--- config.mk ---
export PLATFORM = sky130hd
export DESIGN_NAME = rom_load_arbiter
export DESIGN_NICKNAME = d
export VERILOG_FILES = /design/src/rtl/rom_load_arbiter.sv
export SDC_FILE = /design/constraint.sdc
export NUM_CORES = 1
export LEC_CHECK = 0
export CORE_ASPECT_RATIO = 1.2
export CORE_MARGIN = 2
export CORE_UTILIZATION = 45
export CTS_CLUSTER_SIZE = 28
export DETAILED_ROUTE_END_ITERATION = 8
export PLACE_DENSITY_LB_ADDON = 0.12
export SLEW_MARGIN = 15
export SYNTH_ARGS = -nofsm -noshare
export SYNTH_HDL_FRONTEND = slang
export SYNTH_SLANG_ARGS = --single-unit
--- constraint.sdc ---
create_clock -name clk -period 4 [get_ports clk]
set_input_delay 0.8 -clock clk [delete_from_list [all_inputs] [get_ports clk]]
set_output_delay 0.8 -clock clk [all_outputs]
set_load 0.1 [all_outputs]
--- src/rtl/rom_load_arbiter.sv ---
// rom_load_arbiter
//
// Streams a ROM image from a byte loader into block RAM while the console is
// halted and held in reset. After the last byte it releases the halt, keeps the
// console in reset for RST_CYCLES clocks, and then hands the RAM port to the
// console bus. A load_start pulse restarts the load from address 0 at any time.
//
// Ports
//   clk, rst          : clock; asynchronous active-low reset
//   load_start        : one-cycle request to (re)start an image load
//   load_valid/data   : loader byte stream; load_ready is its acceptance
//   gb_addr, gb_rd    : console read request; gb_din is the returned data
//   mem_*             : block-RAM port (one-cycle read latency on mem_rdata)
//   gb_halt, gb_rst   : console clock gate and console reset (active-high)
//   busy              : high whenever the console does not own the RAM

module rom_load_arbiter #(
    parameter int unsigned ROM_SIZE   = 32768,
    parameter int unsigned RST_CYCLES = 16
) (
    input  logic        clk,
    input  logic        rst,
    input  logic        load_start,
    input  logic        load_valid,
    input  logic [7:0]  load_data,
    output logic        load_ready,
    input  logic [15:0] gb_addr,
    input  logic        gb_rd,
    output logic [7:0]  gb_din,
    output logic [15:0] mem_addr,
    output logic [7:0]  mem_wdata,
    output logic        mem_en,
    output logic        mem_we,
    input  logic [7:0]  mem_rdata,
    output logic        gb_halt,
    output logic        gb_rst,
    output logic        busy
);

    typedef enum logic [1:0] {
        StLoad,
        StRelease,
        StRun
    } state_e;

    localparam logic [16:0] LastAddr = 17'(ROM_SIZE - 1);
    localparam logic [7:0]  LastDly  = 8'(RST_CYCLES - 1);

    state_e      r_state;
    logic [16:0] r_cnt;
    logic [7:0]  r_dly;
    logic        r_gb_halt;
    logic        r_gb_rst;
    logic        r_busy;

    state_e      w_state_d;
    logic [16:0] w_cnt_d;
    logic [7:0]  w_dly_d;
    logic        w_hs;

    // Next-state logic and the combinational RAM-port mux.
    always_comb begin
        w_state_d  = r_state;
        w_cnt_d    = r_cnt;
        w_dly_d    = r_dly;
        w_hs       = 1'b0;
        load_ready = 1'b0;
        mem_en     = 1'b0;
        mem_we     = 1'b0;
        mem_addr   = 16'h0000;
        mem_wdata  = 8'h00;
        gb_din     = 8'hFF;

        unique case (r_state)
            StLoad: begin
                // Reset forces StLoad asynchronously; gating with rst keeps the
                // loader from writing while reset is still held.
                load_ready = rst;
                mem_addr   = r_cnt[15:0];
                mem_wdata  = load_data;
                // A restart wins over a coincident handshake.
                w_hs       = load_valid && load_ready && !load_start;
                if (load_start) begin
                    w_cnt_d = '0;
                end else if (w_hs) begin
                    mem_en = 1'b1;
                    mem_we = 1'b1;
                    if (r_cnt == LastAddr) begin
                        w_cnt_d   = '0;
                        w_dly_d   = '0;
                        w_state_d = StRelease;
                    end else begin
                        w_cnt_d = r_cnt + 17'd1;
                    end
                end
            end
            StRelease: begin
                if (load_start) begin
                    w_state_d = StLoad;
                    w_cnt_d   = '0;
                    w_dly_d   = '0;
                end else if (r_dly == LastDly) begin
                    w_state_d = StRun;
                    w_dly_d   = '0;
                end else begin
                    w_dly_d = r_dly + 8'd1;
                end
            end
            StRun: begin
                mem_addr = gb_addr;
                mem_en   = gb_rd;
                gb_din   = mem_rdata;
                if (load_start) begin
                    w_state_d = StLoad;
                    w_cnt_d   = '0;
                    w_dly_d   = '0;
                end
            end
            default: begin
                w_state_d = StLoad;
                w_cnt_d   = '0;
                w_dly_d   = '0;
            end
        endcase
    end

    // Console control outputs are registered from the next state so they
    // change on the same edge as the state itself.
    always_ff @(posedge clk or negedge rst) begin
        if (!rst) begin
            r_state   <= StLoad;
            r_cnt     <= '0;
            r_dly     <= '0;
            r_gb_halt <= 1'b1;
            r_gb_rst  <= 1'b1;
            r_busy    <= 1'b1;
        end else begin
            r_state   <= w_state_d;
            r_cnt     <= w_cnt_d;
            r_dly     <= w_dly_d;
            r_gb_halt <= (w_state_d == StLoad);
            r_gb_rst  <= (w_state_d != StRun);
            r_busy    <= (w_state_d != StRun);
        end
    end

    assign gb_halt = r_gb_halt;
    assign gb_rst  = r_gb_rst;
    assign busy    = r_busy;

endmodule
After elaboration in Yosys (flattened, before gate mapping)
Cells that the tools add are included.

word-level totals
  input port bits = 37
  word-level logic and storage cells = 53
  register bits = 29
  output and inout port bits = 38

cells by class
  equal/unequal tests = 11
  reductions and logical operators = 8
  muxes and demuxes = 27
  $add $sub $neg = 2

operator list
  kind                                                                      number
  17-bit 2-to-1 mux                                                         4
  8-bit 2-to-1 mux                                                          8
  17-bit case mux with 2 select lines                                       1
  16-bit case mux with 2 select lines                                       1
  8-bit case mux with 3 select lines                                        1
  17-bit by 1-bit adder with 17-bit output (second input constant)          1
  17-bit by 15-bit equality test with 1-bit output (second input constant)  1
  2-bit 2-to-1 mux                                                          6
  2-bit inequality test (second input constant)                             5
  8-bit by 1-bit adder with 8-bit output (second input constant)            1
  8-bit by 4-bit equality test with 1-bit output (second input constant)    1
  2-bit case mux with 3 select lines                                        1
  2-bit logical NOT                                                         2
  1-bit 2-to-1 mux                                                          4
  4-bit AND reduction                                                       1
  3-bit inequality test (second input constant)                             1
  2-bit by 1-bit equality test with 1-bit output (second input constant)    1
  2-bit equality test (second input constant)                               1
  1-bit logical AND                                                         2
  2-bit by 1-bit inequality test with 1-bit output (second input constant)  1
  1-bit case mux with 2 select lines                                        1
  2-bit AND reduction                                                       1
  2-bit OR reduction                                                        1
  1-bit logical NOT                                                         1

Logic depth before layout (Yosys ltp)
Gate-level depths: netlist of the first run.

  depth in word-level cells = 6
  depth in mapped cells = 9
  gate-level depth less buffers = 7

Least setup slack after synthesis of the first run
No wires, ideal clock.

  path kind = register to output
  from = reg r_state[0]
  to = out mem_en
  required time = 3200 ps
  stages on the path, launching flop included = 7
  slack = -618 ps
  arrival = 3818 ps
  path buffers = 1
  cell sequence = dfrtp_1 > inv_1 > ha_1 > clkbuf_1 > inv_1 > nor3_1 > a21o_1

between the ends
  longest elaborated chain between the ends = 2
  elaborated cells on any way between the ends = 3
  classes of those cells = 1 x eq/ne; 1 x mux; 1 x reduce/logical

ends and longest elaborated chain
  element                                                   RTL line  text
  start: declaration                                        49        state_e r_state;
  start signal: assignment                                  131       r_state <= StLoad;
  start signal: assignment                                  138       r_state <= w_state_d;
  2-bit equality test or 2-bit logical NOT (tied branches)  74        unique case (r_state)
  1-bit case mux with 2 select lines (*)                    74
  end: declaration                                          32        output logic mem_en,

Every way passes the cells marked *; elsewhere a longest branch is shown, timed or not.

Worst setup path after layout of the first run
  from = reg r_state[0]
  to = out mem_addr[13]

between the ends
  longest elaborated chain between the ends = 2
  elaborated cells on any way between the ends = 3
  classes of those cells = 1 x eq/ne; 1 x mux; 1 x reduce/logical

ends and longest elaborated chain
  element                                                   RTL line  text
  2-bit equality test or 2-bit logical NOT (tied branches)  74
  16-bit case mux with 2 select lines (*)                   74
  end: declaration                                          30        output logic [15:0] mem_addr,

Marks and branches as above.

==> results of run 1 <==
## power breakdown
| group | switching (mW) | total (mW) | internal, mW |
|---|---|---|---|
| registers | 0.00831 | 0.310 | 0.302 |
| clock network | 0.120 | 0.367 | 0.247 |
| logic | 0.266 | 0.366 | 0.0999 |
| total | 0.395 | 1.04 | 0.649 |
## how the worst max path moves through the flow
| stage | end | startpoint | cells past startpoint |
|---|---|---|---|
| 6_report | mem_addr[13] | r_state[0]$_DFF_PN0_ | 4 |
| 5_1_grt | mem_addr[7] | r_state[0]$_DFF_PN0_ | 5 |
| 3_3_place_gp | r_cnt[11]$_DFFE_PN0P_ | rst | 7 |
| 4_1_cts | gb_din[7] | r_state[0]$_DFF_PN0_ | 5 |
| 2_1_floorplan | mem_addr[12] | r_state[0]$_DFF_PN0_ | 5 |
| 3_5_place_dp | r_cnt[14]$_DFFE_PN0P_ | rst | 7 |
## placed cells by master (no fill, tap or decap), types with 3 or more instances in the layout
| master | count |
|---|---|
| a22o_1 | 13 |
| and2_1 | 10 |
| and3_1 | 4 |
| buf_12 | 3 |
| buf_4 | 36 |
| clkbuf_8 | 5 |
| clkdlybuf4s50_1 | 39 |
| dfrtp_1 | 27 |
| ha_1 | 6 |
| inv_1 | 9 |
| nand2_1 | 19 |
| nand2b_1 | 14 |
| nand3_1 | 11 |
| nand4_1 | 3 |
| nor2_1 | 23 |
| nor3_1 | 7 |
| nor4_1 | 5 |
| o21ai_0 | 16 |
| o31ai_1 | 3 |
| xnor2_1 | 13 |
## cells by family after synthesis
logic type                 Yosys count
AOI/OAI and AO/OA                   46
xor gates and xnor gates            13
adders and majority gates            6
buffers and inverters               19
DFF                                 29
and+or+nand+nor                    110
## flip-flops by register name (all words and copies together), names as in the netlist
name,flops
r_cnt,17
r_dly,8
r_state,2
busy,1
gb_halt,1
## through the flow
stage | cell area [um2] | hold slack (ns) | std cells | setup WS [ns]
after floorplan | 1950 | 0.469 | 223 | 0.106
after global placement | 2700 | 0.497 | 347 | 0.979
after detailed placement | 2700 | 0.532 | 347 | 0.940
after CTS | 2830 | 0.546 | 355 | 0.992
after global routing | 2830 | 0.564 | 355 | 0.867
final | 2830 | 0.544 | 355 | 1.03
## metal layers
metal / GRT usage, % / part of all wire (%) / up-vias / routed length, um
met5: 0 / 0 / - / 0
met4: 6.96 / 1.3 / 0 / 67
met3: 5.32 / 7.1 / 8 / 367
met2: 38.8 / 51 / 74 / 2620
met1: 26.6 / 41 / 929 / 2090
li1: - / - / 947 / -
## cell type report
class,instances,share of cell area (%)
multi-input cells,175,40.4
repair buffers,78,25.5
flip-flops and latches,29,25.7
well taps,56,2.48
clock inverters,3,2.30
inverters,9,1.19
clock buffers,5,2.43
==> run_results.csv, run 1 <==
group,metric,value,unit
cells_and_area,seqCellArea,728,um2
setup_path,worstSetupStartpointType,"flop",
yosys,ys_ff_latch,29,
sta,min_period_over_period,74.3,%
die,die_w,64.0,um
yosys,yosys.area.top_type_share,34.7,%
die,start_util,46.3,%
placement,dp_hpwl,3750,um
drt,drt_iter0_drc,76,
yosys,synthMuxAreaShare,0,%
yosys,yosys.area.top_type,"dfrtp_1",
global_route,grt_max_degree,32,
die,rows,26,
clock_tree,insertion_delay,0.29,ns
power,p_per_area,369,nW/um2
clock_tree,cts_setup_buffers,0,
sta,finalSetupViolCount,0,
sta,worst_slew_pin_slew,0.970,ns
yosys,synth-main-ff-cell,"dfrtp_1",
cells_and_area,drive_gt1_share,18.4,%
worst_hold_path,whs_endpoint,"r_dly[3]$_DFFE_PN0P_",
yosys,syn_area,1940,um2
clock_tree,numCtsBuffers,5,
power,power_leakage,1.20,nW
sta,finalHoldViolations,0,
global_route,grt_pass1_vias,1902,
yosys,synth-simple-area-share,31.1,%
power,total_power,1.04,mW
yosys,syn_nets,266,
yosys,synth_common_cells,"27 x dfrtp_1, 23 x nor2_1, 19 x nand2_1",
die,die_h,76.0,um
yosys,ys_seq_area_share,37.5,%
worst_hold_path,whs_path_depth,1,
drt,postRouteWirelength,5140,um
yosys,synthMostInstantiatedCell,"dfrtp_1",
yosys,syn_avg_cell_area,8.72,um2
setup_path,reg2regPathDepth,7,
yosys,synth-compound-area-share,17.7,%
setup_path,crit_family,"adder cells",
setup_path,crit_buf_inv,2,
sta,slew_viol_final,0,
setup_path,reg2reg_to,"r_dly[7]$_DFFE_PN0P_",
yosys,yosys_warnings,0,
die,fp.dieArea,4860,um2
job,maxCapViolCount,0,
global_route,grt_usage,22.2,%
clock_tree,clk_path_buf_depth,2,
setup_path,crit_chain,"inv_1 -> ha_1 -> a22o_1 -> buf_4",
die,io_pins,75,
clock_tree,clk_pin_slew,0.07,ns
yosys,synth_xor_xnor_area_share,5.86,%
placement,portBuffers,74,
yosys,synthArstFlopShare,100,%
worst_hold_path,hold_class,"flop to flop",
clock_tree,cts_root_buffer,"clkbuf_8",
drt,antenna_left,0,
setup_path,endpoint_kind,"output pin",
placement,gp_congestion,0.922,
drt,drc,0,
yosys,synth_top_family_by_area,"simple AND/OR/NAND/NOR gates",
sta,fin_skew,0.00682,ns
cells_and_area,area_growth,45.6,%
power,ir_drop,0.188,mV
yosys,synth-edff-count,0,
clock_tree,clock-sinks,29,
worst_hold_path,worstHoldStart,"r_dly[3]$_DFFE_PN0P_",
clock_tree,hold_buffers,0,
cells_and_area,n_antenna_cell,0,
setup_path,critPathRequiredTime,3.20,ns
drt,routed_via_density,5.52,
clock_tree,cts_tree,"done",
yosys,synth.distinct_cells,42,
yosys,synth_cells,223,
global_route,antenna_found_initial,0,
sta,finalSetupTns,0,ns
setup_path,max_stage_delay,0.77,ns
setup_path,crit_slowest_cell,"ha_1",
global_route,grt-ovfl-total,0,
drt,vias,1958,
setup_path,crit_arrival,2.17,ns
sta,grt_setup_unrepaired,"false",
outcome,status,"finished, final reports clean",
setup_path,r2r_slack,1.40,ns
setup_path,crit_type,"flop to output pin",
sta,slew_headroom,35.1,%
cells_and_area,fin_nets,341,
drt,drt_pass1_iterations,4,
yosys,synthAdderAreaFrac,3.86,%
sta,fin_crit,2.97,ns
die,coreArea,4200,um2
sta,clock.fmax,0.336,GHz
clock_tree,cts_resized,0,
yosys,synthTopCellsByArea,"dfrtp_1 35%, a22o_1 5.9%, xnor2_1 5.9%",
clock_tree,htree_levels,2,
cells_and_area,fin_util,67.4,%
setup_path,path_max_fanout,24,
cells_and_area,multi_input_area,1140,um2
cells_and_area,n_fill_cell,335,
setup_path,rr_startpoint,"r_state[0]$_DFF_PN0_",
drt,wl_per_cell,14.5,um
global_route,grt_pass1_wl,8630,um
(Power assumes the default switching activity.)
==> inputs of run 2 (changes only) <==
--- a/config.mk
+++ b/config.mk
@@ -7,7 +7,7 @@
 export LEC_CHECK = 0
 export CORE_ASPECT_RATIO = 1.2
 export CORE_MARGIN = 2
-export CORE_UTILIZATION = 45
+export CORE_UTILIZATION = 44
 export CTS_CLUSTER_SIZE = 28
 export DETAILED_ROUTE_END_ITERATION = 8
 export PLACE_DENSITY_LB_ADDON = 0.12
==> constraint.sdc (replaced) <==
create_clock -name clk -period 2.76 [get_ports clk]
set_input_delay 0.552 -clock clk [delete_from_list [all_inputs] [get_ports clk]]
set_output_delay 0.552 -clock clk [all_outputs]
set_load 0.1 [all_outputs]
==> run 2 against run 1 <==
Utilization increased by 7.6 points. Routed wire length is 11% higher. Largest power group is now combinational cells. Critical path depth increased by 2. Clock skew is essentially flat. Highest routed layer unchanged. Setup slack worse by 0.80 ns. Clock-buffer cell count is 2 higher. Sequential power up 45%. Cell count is 0.28% higher. Sequential cell count did not move. Critical path type unchanged. Sequential share of layout area down 3.0 points. Non-clock buffer count increased by 2.
==> run_results.csv, run 2 (synthesis gave the netlist of run 1 again) <==
group,metric,value,unit
clock_tree,cts_tree,"done",
global_route,grt-ovfl-total,0,
setup_path,crit_type,"flop to output pin",
power,seqPwrFrac,31.1,%
drt,wl_per_cell,16.0,um
cells_and_area,fin_nets,343,
drt,routed_via_density,5.54,
drt,drc,0,
drt,drt_iter0_drc,108,
global_route,grt_usage,24.6,%
cells_and_area,n_antenna_cell,0,
setup_path,worstSetupStartpointType,"flop",
job,maxCapViolCount,0,
clock_tree,hold_buffers,0,
die,die_w,64.7,um
sta,min_period_over_period,91.9,%
placement,portBuffers,74,
setup_path,critPathRequiredTime,2.21,ns
die,io_pins,75,
worst_hold_path,hold_class,"flop to flop",
global_route,met2_usage,39.2,%
power,ir_drop,0.393,mV
sta,slew_headroom,44.5,%
setup_path,path_max_fanout,7,
clock_tree,cts_root_buffer,"clkbuf_8",
cells_and_area,top_regs,"r_cnt x17, r_dly x8, r_state x2",
placement,dp_hpwl,4340,um
die,start_util,45.6,%
cells_and_area,fin_util,75.0,%
outcome,status,"finished, final reports clean",
global_route,gr-usage-met1,32.2,%
clock_tree,clock-sinks,29,
clock_tree,insertion_delay,0.29,ns
global_route,antenna_found_initial,0,
die,rows,26,
sta,clock.fmax,0.394,GHz
die,fp.dieArea,4970,um2
sta,worst_slew_pin_slew,0.822,ns
global_route,grt_pass1_vias,1884,
cells_and_area,top_register,"r_cnt",
clock_tree,clk_pin_slew,0.06,ns
power,clkPwrFrac,25.0,%
sta,finalHoldViolations,0,
cells_and_area,largest_reg_flops,17,
sta,whs,0.517,ns
power,p_comb_share,43.9,%
placement,gp_congestion,0.898,
drt,vias,1971,
sta,grt_setup_unrepaired,"false",
clock_tree,cts_setup_buffers,0,
power,p_sw,585,uW
setup_path,crit_arrival,1.98,ns
global_route,grt_max_degree,30,
drt,drt_pass1_iterations,5,
cells_and_area,area_growth,64.5,%
clock_tree,htree_levels,2,
clock_tree,clk_path_buf_depth,2,
global_route,top_usage_layer,"met2",
die,die_h,76.8,um
cells_and_area,mostFrequentLayoutCell,"clkdlybuf4s50_1",
sta,slew_viol_final,0,
power,intPower,864,uW
sta,finalSetupViolCount,0,
drt,antenna_left,0,
global_route,use_met3,7.18,%
global_route,grt_pass1_wl,9440,um
setup_path,endpoint_kind,"output pin",
power,p_per_area,453,nW/um2
power,power_leakage,1.32,nW
sta,fin_skew,0.00726,ns
clock_tree,numCtsBuffers,5,
die,coreArea,4260,um2
cells_and_area,final_cell_mix,"36 x clkdlybuf4s50_1, 35 x buf_12, 27 x dfrtp_1",
power,swShare,40.4,%
power,total_power,1.45,mW
clock_tree,cts_resized,0,
sta,fin_crit,2.54,ns
drt,postRouteWirelength,5710,um
cells_and_area,drive_gt1_share,19.7,%
==> run 2: final timing paths <==
kind	from	end	slack, ns	cells past startpoint
min in group asynchronous	rst	r_cnt[14]$_DFFE_PN0P_	0.81	2
setup reg to reg	r_cnt[0]$_DFFE_PN0P_	r_cnt[12]$_DFFE_PN0P_	0.33	6
hold / removal	r_dly[7]$_DFFE_PN0P_	r_dly[7]$_DFFE_PN0P_	0.52	1
setup / recovery	r_state[0]$_DFF_PN0_	mem_en	0.22	6
hold reg to reg	r_dly[7]$_DFFE_PN0P_	r_dly[7]$_DFFE_PN0P_	0.52	1
max in group asynchronous	rst	gb_halt$_DFF_PN1_	1.64	2
==> run 2: metrics by stage <==
| stage | cell area (um2) | setup TNS, ns | std cells | setup slack [ns] |
|---|---|---|---|---|
| 2_1_floorplan | 1960 | -0.742 | 223 | -0.159 |
| 3_3_place_gp | 3110 | 0 | 349 | 0.298 |
| 3_5_place_dp | 3110 | 0 | 349 | 0.217 |
| 4_1_cts | 3200 | 0 | 356 | 0.214 |
| 5_1_grt | 3200 | 0 | 356 | 0.0804 |
| 6_report | 3200 | 0 | 356 | 0.224 |
==> run 2: metal layers <==
layer	wire length (um)	vias up
met5	0	-
met4	70	0
met3	491	8
met2	2710	100
met1	2440	911
li1	-	952
==> run 2: layout make-up <==
type	instances	area (um2)
Inverter	9	33.8
Fill cell	313	1060
Sequential cell	29	728
Timing Repair Buffer	80	1130
Multi-Input combinational cell	175	1150
Tap cell	56	70.1
Clock buffer	7	86.3
==> run 2: power by group through the flow <==
stage / sequential (mW) / combinational, mW / clock, mW
floorplan: 0.472 / 0.365 / 0
global placement: 0.457 / 0.634 / 0
detailed placement: 0.458 / 0.639 / 0
CTS: 0.451 / 0.640 / 0.364
global route: 0.453 / 0.663 / 0.388
finish: 0.451 / 0.636 / 0.361
==> run 2: critical path, cell delays in order (launching register included) <==
cell and delay [ns]:
dfrtp_1 0.42, inv_1 0.12, ha_1 0.31, inv_1 0.22, nor3_4 0.28, a21o_2 0.16
buf_12 0.17
